File: config.mk
export PLATFORM = sky130hd
export DESIGN_NAME = fsqrt_wb_ctrl
export DESIGN_NICKNAME = d
export VERILOG_FILES = /design/src/rtl/fsqrt_wb_ctrl.sv
export SDC_FILE = /design/constraint.sdc
export NUM_CORES = 1
export LEC_CHECK = 0
export CORE_UTILIZATION = 51
export CTS_CLUSTER_SIZE = 12
export DETAILED_ROUTE_END_ITERATION = 10
export PLACE_DENSITY = 0.91
export RECOVER_POWER = 50
export SYNTH_ARGS = -nofsm -noshare
export SYNTH_HDL_FRONTEND = slang
export SYNTH_SLANG_ARGS = --single-unit
File: constraint.sdc
create_clock -name clk -period 3.83 [get_ports clk]
set_input_delay 0.5745 -clock clk [delete_from_list [all_inputs] [get_ports clk]]
set_output_delay 0.5745 -clock clk [all_outputs]
set_load 0.02 [all_outputs]
File: src/rtl/fsqrt_wb_ctrl.sv
// fsqrt_wb_ctrl: issue/write-back controller for the iterative FP sqrt unit.
// Optional ID bypass on the grant cycle: define FSQRT_WB_FWD_EN.
//
// Ports:
//   clk, clr         clock, synchronous active-high reset
//   ena              pipeline enable; low freezes state, counter, captures
//   fsqrt_req/rd     fsqrt held in ID and its destination
//   use_fs/id_fs     ID reads fs
//   use_ft/id_ft     ID reads ft
//   id_wfpr/id_fd    ID writes an FP register
//   sqrt_s           sqrt unit result, valid when the counter expires
//   wb_req/wb_grant  FP regfile write-port arbitration
//   fp_we/wn/wd      regfile write enable, index, data
//   issue            fsqrt accepted (starts sqrt unit)
//   stall            freeze IF/ID
//   busy             an fsqrt is pending
//   fwd_fs/ft, fwd_d bypass selects and data (FSQRT_WB_FWD_EN only)
module fsqrt_wb_ctrl #(
   parameter int SQRT_LAT = 16,
   parameter int RD_W     = 5
) (
   input  logic            clk,
   input  logic            clr,
   input  logic            ena,
   input  logic            fsqrt_req,
   input  logic [RD_W-1:0] fsqrt_rd,
   input  logic            use_fs,
   input  logic [RD_W-1:0] id_fs,
   input  logic            use_ft,
   input  logic [RD_W-1:0] id_ft,
   input  logic            id_wfpr,
   input  logic [RD_W-1:0] id_fd,
   input  logic [31:0]     sqrt_s,
   output logic            wb_req,
   input  logic            wb_grant,
   output logic            fp_we,
   output logic [RD_W-1:0] fp_wn,
   output logic [31:0]     fp_wd,
   output logic            issue,
   output logic            stall,
`ifdef FSQRT_WB_FWD_EN
   output logic            fwd_fs,
   output logic            fwd_ft,
   output logic [31:0]     fwd_d,
`endif
   output logic            busy
);

   localparam int CW = 5;

   typedef enum logic [1:0] {
      IDLE,
      RUN,
      WB
   } state_t;

   state_t          state, state_nx;
   logic [CW-1:0]   cnt, cnt_nx;
   logic [RD_W-1:0] pend_rd, pend_nx;
   logic [31:0]     res_q, res_nx;
   logic [RD_W-1:0] wn_q;
   logic [31:0]     wd_q;

   logic pv;
   logic hit_fs;
   logic hit_ft;
   logic hit_fd;
   logic raw;

   // hazard detection against the pending destination
   always_comb begin
      pv     = (state != IDLE);
      hit_fs = pv & use_fs & (id_fs == pend_rd);
      hit_ft = pv & use_ft & (id_ft == pend_rd);
      hit_fd = pv & id_wfpr & (id_fd == pend_rd);
`ifdef FSQRT_WB_FWD_EN
      // the result is on the write port this cycle, so a reader can bypass
      fwd_fs = (state == WB) & wb_grant & hit_fs;
      fwd_ft = (state == WB) & wb_grant & hit_ft;
      fwd_d  = res_q;
      raw    = (hit_fs & ~fwd_fs) | (hit_ft & ~fwd_ft);
`else
      raw    = hit_fs | hit_ft;
`endif
      stall  = (fsqrt_req & pv) | raw | hit_fd;
      busy   = pv;
   end

   // write port; index/data hold their last written values between writes
   always_comb begin
      wb_req = (state == WB) & ~clr;
      fp_we  = wb_req & wb_grant;
      fp_wn  = fp_we ? pend_rd : wn_q;
      fp_wd  = fp_we ? res_q : wd_q;
      issue  = (state == IDLE) & fsqrt_req & ~stall & ena & ~clr;
   end

   always_comb begin
      state_nx = state;
      cnt_nx   = cnt;
      pend_nx  = pend_rd;
      res_nx   = res_q;
      unique case (state)
         IDLE: begin
            if (issue) begin
               pend_nx  = fsqrt_rd;
               cnt_nx   = CW'(SQRT_LAT - 1);
               state_nx = RUN;
            end
         end
         RUN: begin
            if (ena) begin
               if (cnt == '0) begin
                  res_nx   = sqrt_s;
                  state_nx = WB;
               end else begin
                  cnt_nx = cnt - CW'(1);
               end
            end
         end
         WB: begin
            // grant wait is independent of ena
            if (wb_grant) state_nx = IDLE;
         end
         default: state_nx = IDLE;
      endcase
   end

   always_ff @(posedge clk) begin
      if (clr) begin
         state   <= IDLE;
         cnt     <= '0;
         pend_rd <= '0;
         res_q   <= '0;
         wn_q    <= '0;
         wd_q    <= '0;
      end else begin
         state   <= state_nx;
         cnt     <= cnt_nx;
         pend_rd <= pend_nx;
         res_q   <= res_nx;
         if (fp_we) begin
            wn_q <= pend_rd;
            wd_q <= res_q;
         end
      end
   end

endmodule

==> metrics.txt, run 1 <==
number of buffers on the longest clock path 2; Tot GR Track Use 21.6%; Critical Path Source Type input port; Setup Crit Path Kind in -> out; total die area 7240 um^2; clock tree sinks 81; cell area after synthesis 3520 um^2; distinct cell type count after synthesis 38; synthesis-stage register bit count 81; wire length per cell after detailed routing 14.0 um; first element of the critical path ena; Crit. End Element primary output; number of placement rows 29; count of input and output buffers 101; combinational power share 10.1%; Vias/cell 5.18; Slew Limit Fails 0; die height 85.1 um; portion of the post-synthesis area used by sequential elements 46.0%; actual slew at the worst max-slew pin 962 ps; capture point of the critical path issue; fillcell total 504; number of nets with antenna violations after routing 0; Sw Ratio 22.5%; clock share of power 38.9%; net count after synthesis 419; Setup-failing EPs final 0; Async S/R FF share, synth 0%; number of ports placed on the die boundary 102; Sequential Power Share 51.0%; startpoint of the most critical register-to-register path cnt[0]; Clock transition at path regs 70 ps; path class of the lowest-slack min-delay path reg -> reg; total of hold buffers inserted after clock tree synthesis 0; area growth from synthesis to layout 32.0%; leakage power of the design 0.00178 uW; post_cts resized 0; CP Max Fanout 11; initial antenna violation count 0; predominant post-synthesis flop cell dfxtp_1; switching component of the power 387 uW; total number of vias 2,739; number of nets in the layout 510; logic depth of the worst register-to-register path 7; leading cell types in the layout, fill and taps excluded clkdlybuf4s50_1 (96), dfxtp_1 (81), nand2_1 (73); global-route wire length before repair 12,300 um; startpoint of the lowest-slack hold path res_q[3]; HPWL after DPL 5210 um; outcome finished, final reports clean; setup repair after global routing missed its margin no; Synth Instances 357; H-tree depth 3; share of the clock period used by the worst path after layout 87.3%; number of global-route vias before repair 2,698; library cell occupying the most area in the post-synthesis netlist dfxtp_1; Peak VDD IR 223 uV; TritonCTS buffer count 9; maximum number of pins on one net before global-route repair 84; effective utilization at floorplan 54.2%; first-pass iteration count of the detailed router 4; number of enable-type register cells in the synthesized netlist 0; capture point of the worst reg-to-reg path res_q[19]; DRC marker count from the first detailed-route iteration 134; required time of the critical path 3260 ps; CTS tree built; maximum frequency from static timing analysis 299 MHz; commonest non-fill, non-tap cell in the layout clkdlybuf4s50_1; buffer cell driving the clock tree root clkbuf_8; Post-Route Utilization 71.6%; largest cells by area after synthesis dfxtp_1 (46%), mux2_4 (8.1%), nand2_1 (7.8%); number of antenna diodes 0; number of remaining DRC errors 0; setup slack of the most critical reg-to-reg path 950 ps; Yosys Warn Count 0; Die Wd 85.1 um; residual overflow from global routing 0; sequential cell area 1620 um^2; final hold vios 0; share of final-layout standard cells stronger than drive strength 1 10.2%; worst-case headroom to the max-slew limit 35.8%; footprint of the multi-input gates 1680 um^2; setup total negative slack 0 ps; max cap viols 0; Core ar. 6490 um^2; synthesized area per cell 9.87 um^2; weighted congestion reported at the end of routability-driven placement 0.866; Final Routed Wirelength 7410 um; Clock Skew 5.14 ps; fraction of synthesized cell area taken by the top area cell type 46.0%; clock latency on the worst-skew pair 340 ps; cell-internal power 1330 uW; # Post-CTS Setup Buffers 0; areal power density over the cells 370 nW/um^2; minimum clock period 3340 ps; arrival time at the worst endpoint 2770 ps
-- synthesized netlist by cell type, drive strengths merged (3+ instances only) --
library cell	number
dfxtp	81
nand2	73
mux2	38
a21oi	36
nor2b	31
buf	12
clkbuf	12
xor2	12
and2b	9
nand2b	7
o21ai	6
nor4	5
nand4	4
nor3	4
nor3b	3
xnor2	3
-- worst min path at each step --
stage          endpoint  slack, ps  cells after the start
6_report       res_q[3]        450                      2
5_1_grt        res_q[8]        480                      2
4_1_cts        res_q[2]        460                      2
3_5_place_dp   res_q[2]        450                      2
3_3_place_gp   res_q[8]        440                      2
2_1_floorplan  res_q[0]        430                      2
-- power by group through the flow --
stage	Sequential, uW	Clock, uW	Combinational, uW
floorplan	893	0	95.2
finish	878	670	174
CTS	878	683	178
global placement	897	0	174
detailed placement	898	0	176
global route	881	727	192
-- metal layers --
layer / routed length (um) / global-route usage, %
met4: 93 / 10.6
met3: 358 / 4.38
met5: 0 / 0
met2: 3660 / 35.8
met1: 3310 / 26.8
-- kinds of logic (layout without fill, tap and decap cells) --
family | Yosys count | after routing | share of synthesized area, %
simple gates | 146 | 146 | 23.6
flops | 81 | 81 | 46.0
compound gates | 48 | 48 | 7.28
mux | 39 | 39 | 14.5
buf+inv | 26 | 121 | 4.23
xor+xnor | 15 | 15 | 3.73
fa+ha+maj | 2 | 2 | 0.710
-- metrics by stage --
stage	total power, uW	worst slack (ps)	hold WS, ps	cells	instance area [um^2]
6_report	1720	486	455	529	4650
5_1_grt	1800	266	477	529	4650
4_1_cts	1740	600	457	529	4730
3_5_place_dp	1070	600	446	514	4510
3_3_place_gp	1070	646	439	514	4510
2_1_floorplan	988	1450	433	357	3520
-- flip-flops by register name (all words and copies together), names as in the netlist --
signal / flops
res_q: 32
cnt: 5
wn_q: 5
wd_q: 32
pend_rd: 5
state: 2
-- critical path, cell delays in order --
cell and delay, ps:
dlygate4sd3_1 670, nand2_1 80, nor3_1 690, clkdlybuf4s50_1 750
-- final cells by class --
class                   count  share of cell area [%]
clock buffers              10                    2.96
inverters                   2                   0.161
flip-flops and latches     81                    34.9
multi-input cells         250                    36.1
clock inverters             5                    1.72
well taps                  77                    2.07
repair buffers            104                    22.1
Power figures use the tool's default switching activity.
==> run 2, diff against run 1 <==
Settings changed: RECOVER_POWER 50 to 100.
==> run 2 against run 1 <==
  * Flip-flop and latch count is the same
  * Global-route usage stayed put
  * Clock power barely moved
  * Count of clock-buffer cells in the layout is the same
  * Maximum frequency is 0.33% lower
  * Register-to-register slack worse by 40 ps
  * Via count is 0.73% lower
  * Cell area is essentially flat
  * Critical path depth did not move
  * Worst setup slack worse by 11 ps
  * Combinational power about the same
  * Critical endpoint unchanged
  * Largest cell class unchanged
  * Largest power group unchanged
==> metrics.txt, run 2 (synthesized netlist as in run 1, its figures left out) <==
outcome finished, final reports clean; first element of the critical path ena; weighted congestion reported at the end of routability-driven placement 0.866 (unchanged); Peak VDD IR 223 uV (-0.17%); share of final-layout standard cells stronger than drive strength 1 9.96% (-0.22 points); max cap viols 0 (unchanged); startpoint of the most critical register-to-register path cnt[0]; Die Wd 85.1 um (unchanged); leakage power of the design 0.00192 uW (+7.8%); clock tree sinks 81 (unchanged); sequential cell area 1620 um^2 (unchanged); Tot GR Track Use 21.6% (unchanged); minimum clock period 3360 ps (+11.1 ps); worst-case headroom to the max-slew limit 35.9% (about the same); number of ports placed on the die boundary 102 (unchanged); count of input and output buffers 101 (unchanged); required time of the critical path 3260 ps (about the same); total number of vias 2,719 (-0.73%); HPWL after DPL 5210 um (unchanged); maximum number of pins on one net before global-route repair 84 (unchanged); die height 85.1 um (unchanged); Crit. End Element primary output; # Post-CTS Setup Buffers 0 (unchanged); clock latency on the worst-skew pair 340 ps (about the same); residual overflow from global routing 0 (unchanged); number of nets with antenna violations after routing 0 (unchanged); area growth from synthesis to layout 31.9% (about the same); effective utilization at floorplan 54.2% (unchanged); setup slack of the most critical reg-to-reg path 910 ps (-40 ps); leading cell types in the layout, fill and taps excluded dfxtp_1 (81), nand2_1 (73), clkdlybuf4s50_1 (56); cell count after placement 514 (unchanged); footprint of the multi-input gates 1680 um^2 (unchanged); Core ar. 6490 um^2 (unchanged); Clock Skew 6.42 ps (+1.28 ps); areal power density over the cells 370 nW/um^2 (-0.11%); share of the clock period used by the worst path after layout 87.6% (+0.29 points); global-route wire length before repair 12,300 um (unchanged); commonest non-fill, non-tap cell in the layout dfxtp_1; final std cell area, no fill 4650 um^2 (about the same); number of remaining DRC errors 0 (unchanged); maximum frequency from static timing analysis 298 MHz (-0.33%); H-tree depth 3 (unchanged); CTS tree built; fillcell total 506 (+0.40%); startpoint of the lowest-slack hold path res_q[3]; total of hold buffers inserted after clock tree synthesis 0 (unchanged); TritonCTS buffer count 9 (unchanged); post_cts resized 0 (unchanged); number of global-route vias before repair 2,698 (unchanged); Final Routed Wirelength 7370 um (-0.62%); Critical Path Source Type input port; Setup-failing EPs final 0 (unchanged); registers with the most flip-flops res_q: 32 flops, wd_q: 32 flops; number of placement rows 29 (unchanged); Setup Crit Path Kind in -> out; buffer cell driving the clock tree root clkbuf_8; first-pass iteration count of the detailed router 4 (unchanged); final hold vios 0 (unchanged); total die area 7240 um^2 (unchanged); DRC marker count from the first detailed-route iteration 130 (-3.0%); number of nets in the layout 510 (unchanged); CP Max Fanout 11 (unchanged); number of antenna diodes 0 (unchanged); number of buffers on the longest clock path 2 (unchanged); Clock transition at path regs 70 ps (about the same); actual slew at the worst max-slew pin 962 ps (-0.504 ps); path class of the lowest-slack min-delay path reg -> reg; setup repair after global routing missed its margin no; setup total negative slack 0 ps (unchanged); wire length per cell after detailed routing 13.9 um (-0.62%); Total Power 1720 uW (-0.19%); Slew Limit Fails 0 (unchanged); worst hold slack after final layout 455 ps (-0.00200 ps); Vias/cell 5.14 (-0.73%); arrival time at the worst endpoint 2780 ps (about the same); initial antenna violation count 0 (unchanged); dpl cell area 4510 um^2 (unchanged); final cell count without fillers 529 (unchanged)
==> run 2: changes by cell type in the layout (fill, tap and decap cells not counted) <==
cell / before / now
clkdlybuf4s50_1: 96 / 56
clkbuf_1: 1 / 2
buf_4: 3 / 2
dlygate4sd3_1: 4 / 44
==> run 2: cell type report <==
cell class              count  share of cell area, %
multi-input cells         250                   36.1
flip-flops and latches     81                   34.9
repair buffers            104                   22.0
clock buffers              10                   2.96
well taps                  77                   2.07
clock inverters             5                   1.72
inverters                   2                  0.162
==> run 2: worst paths after layout <==
kind,end,cells past startpoint
setup / recovery,issue,4
hold / removal,res_q[3],2
setup reg to reg,res_q[19],7
hold reg to reg,res_q[3],2
==> run 2: metrics by stage <==
step / setup WS [ps] / utilization, %
after global routing: 233 / 71.5
after global placement: 646 / 69.4
after CTS: 600 / 72.8
final: 474 / 71.5
after floorplan: 1450 / -
after detailed placement: 600 / 69.4
==> run 2: where the power goes <==
| part | internal (uW) | leakage [uW] | switching [uW] |
|---|---|---|---|
| Combinational | 93.2 | 0.00116 | 80.1 |
| Sequential | 861 | 0.000655 | 17.4 |
| Clock | 380 | 0.000104 | 288 |
| Total | 1330 | 0.00192 | 385 |
==> run 2: per-layer routing <==
layer  vias up  global-route usage, %  share of wire, %
met5         -                      0                 0
met4         0                   10.6               1.5
met3         7                   4.38               4.1
met2        71                   35.8                49
met1      1272                   26.8                45
li1       1369                      -                 -
==> run 2: critical path: stages <==
cell and delay [ps]:
dlygate4sd3_1 680, nand2_1 80, nor3_1 670, dlygate4sd3_1 780
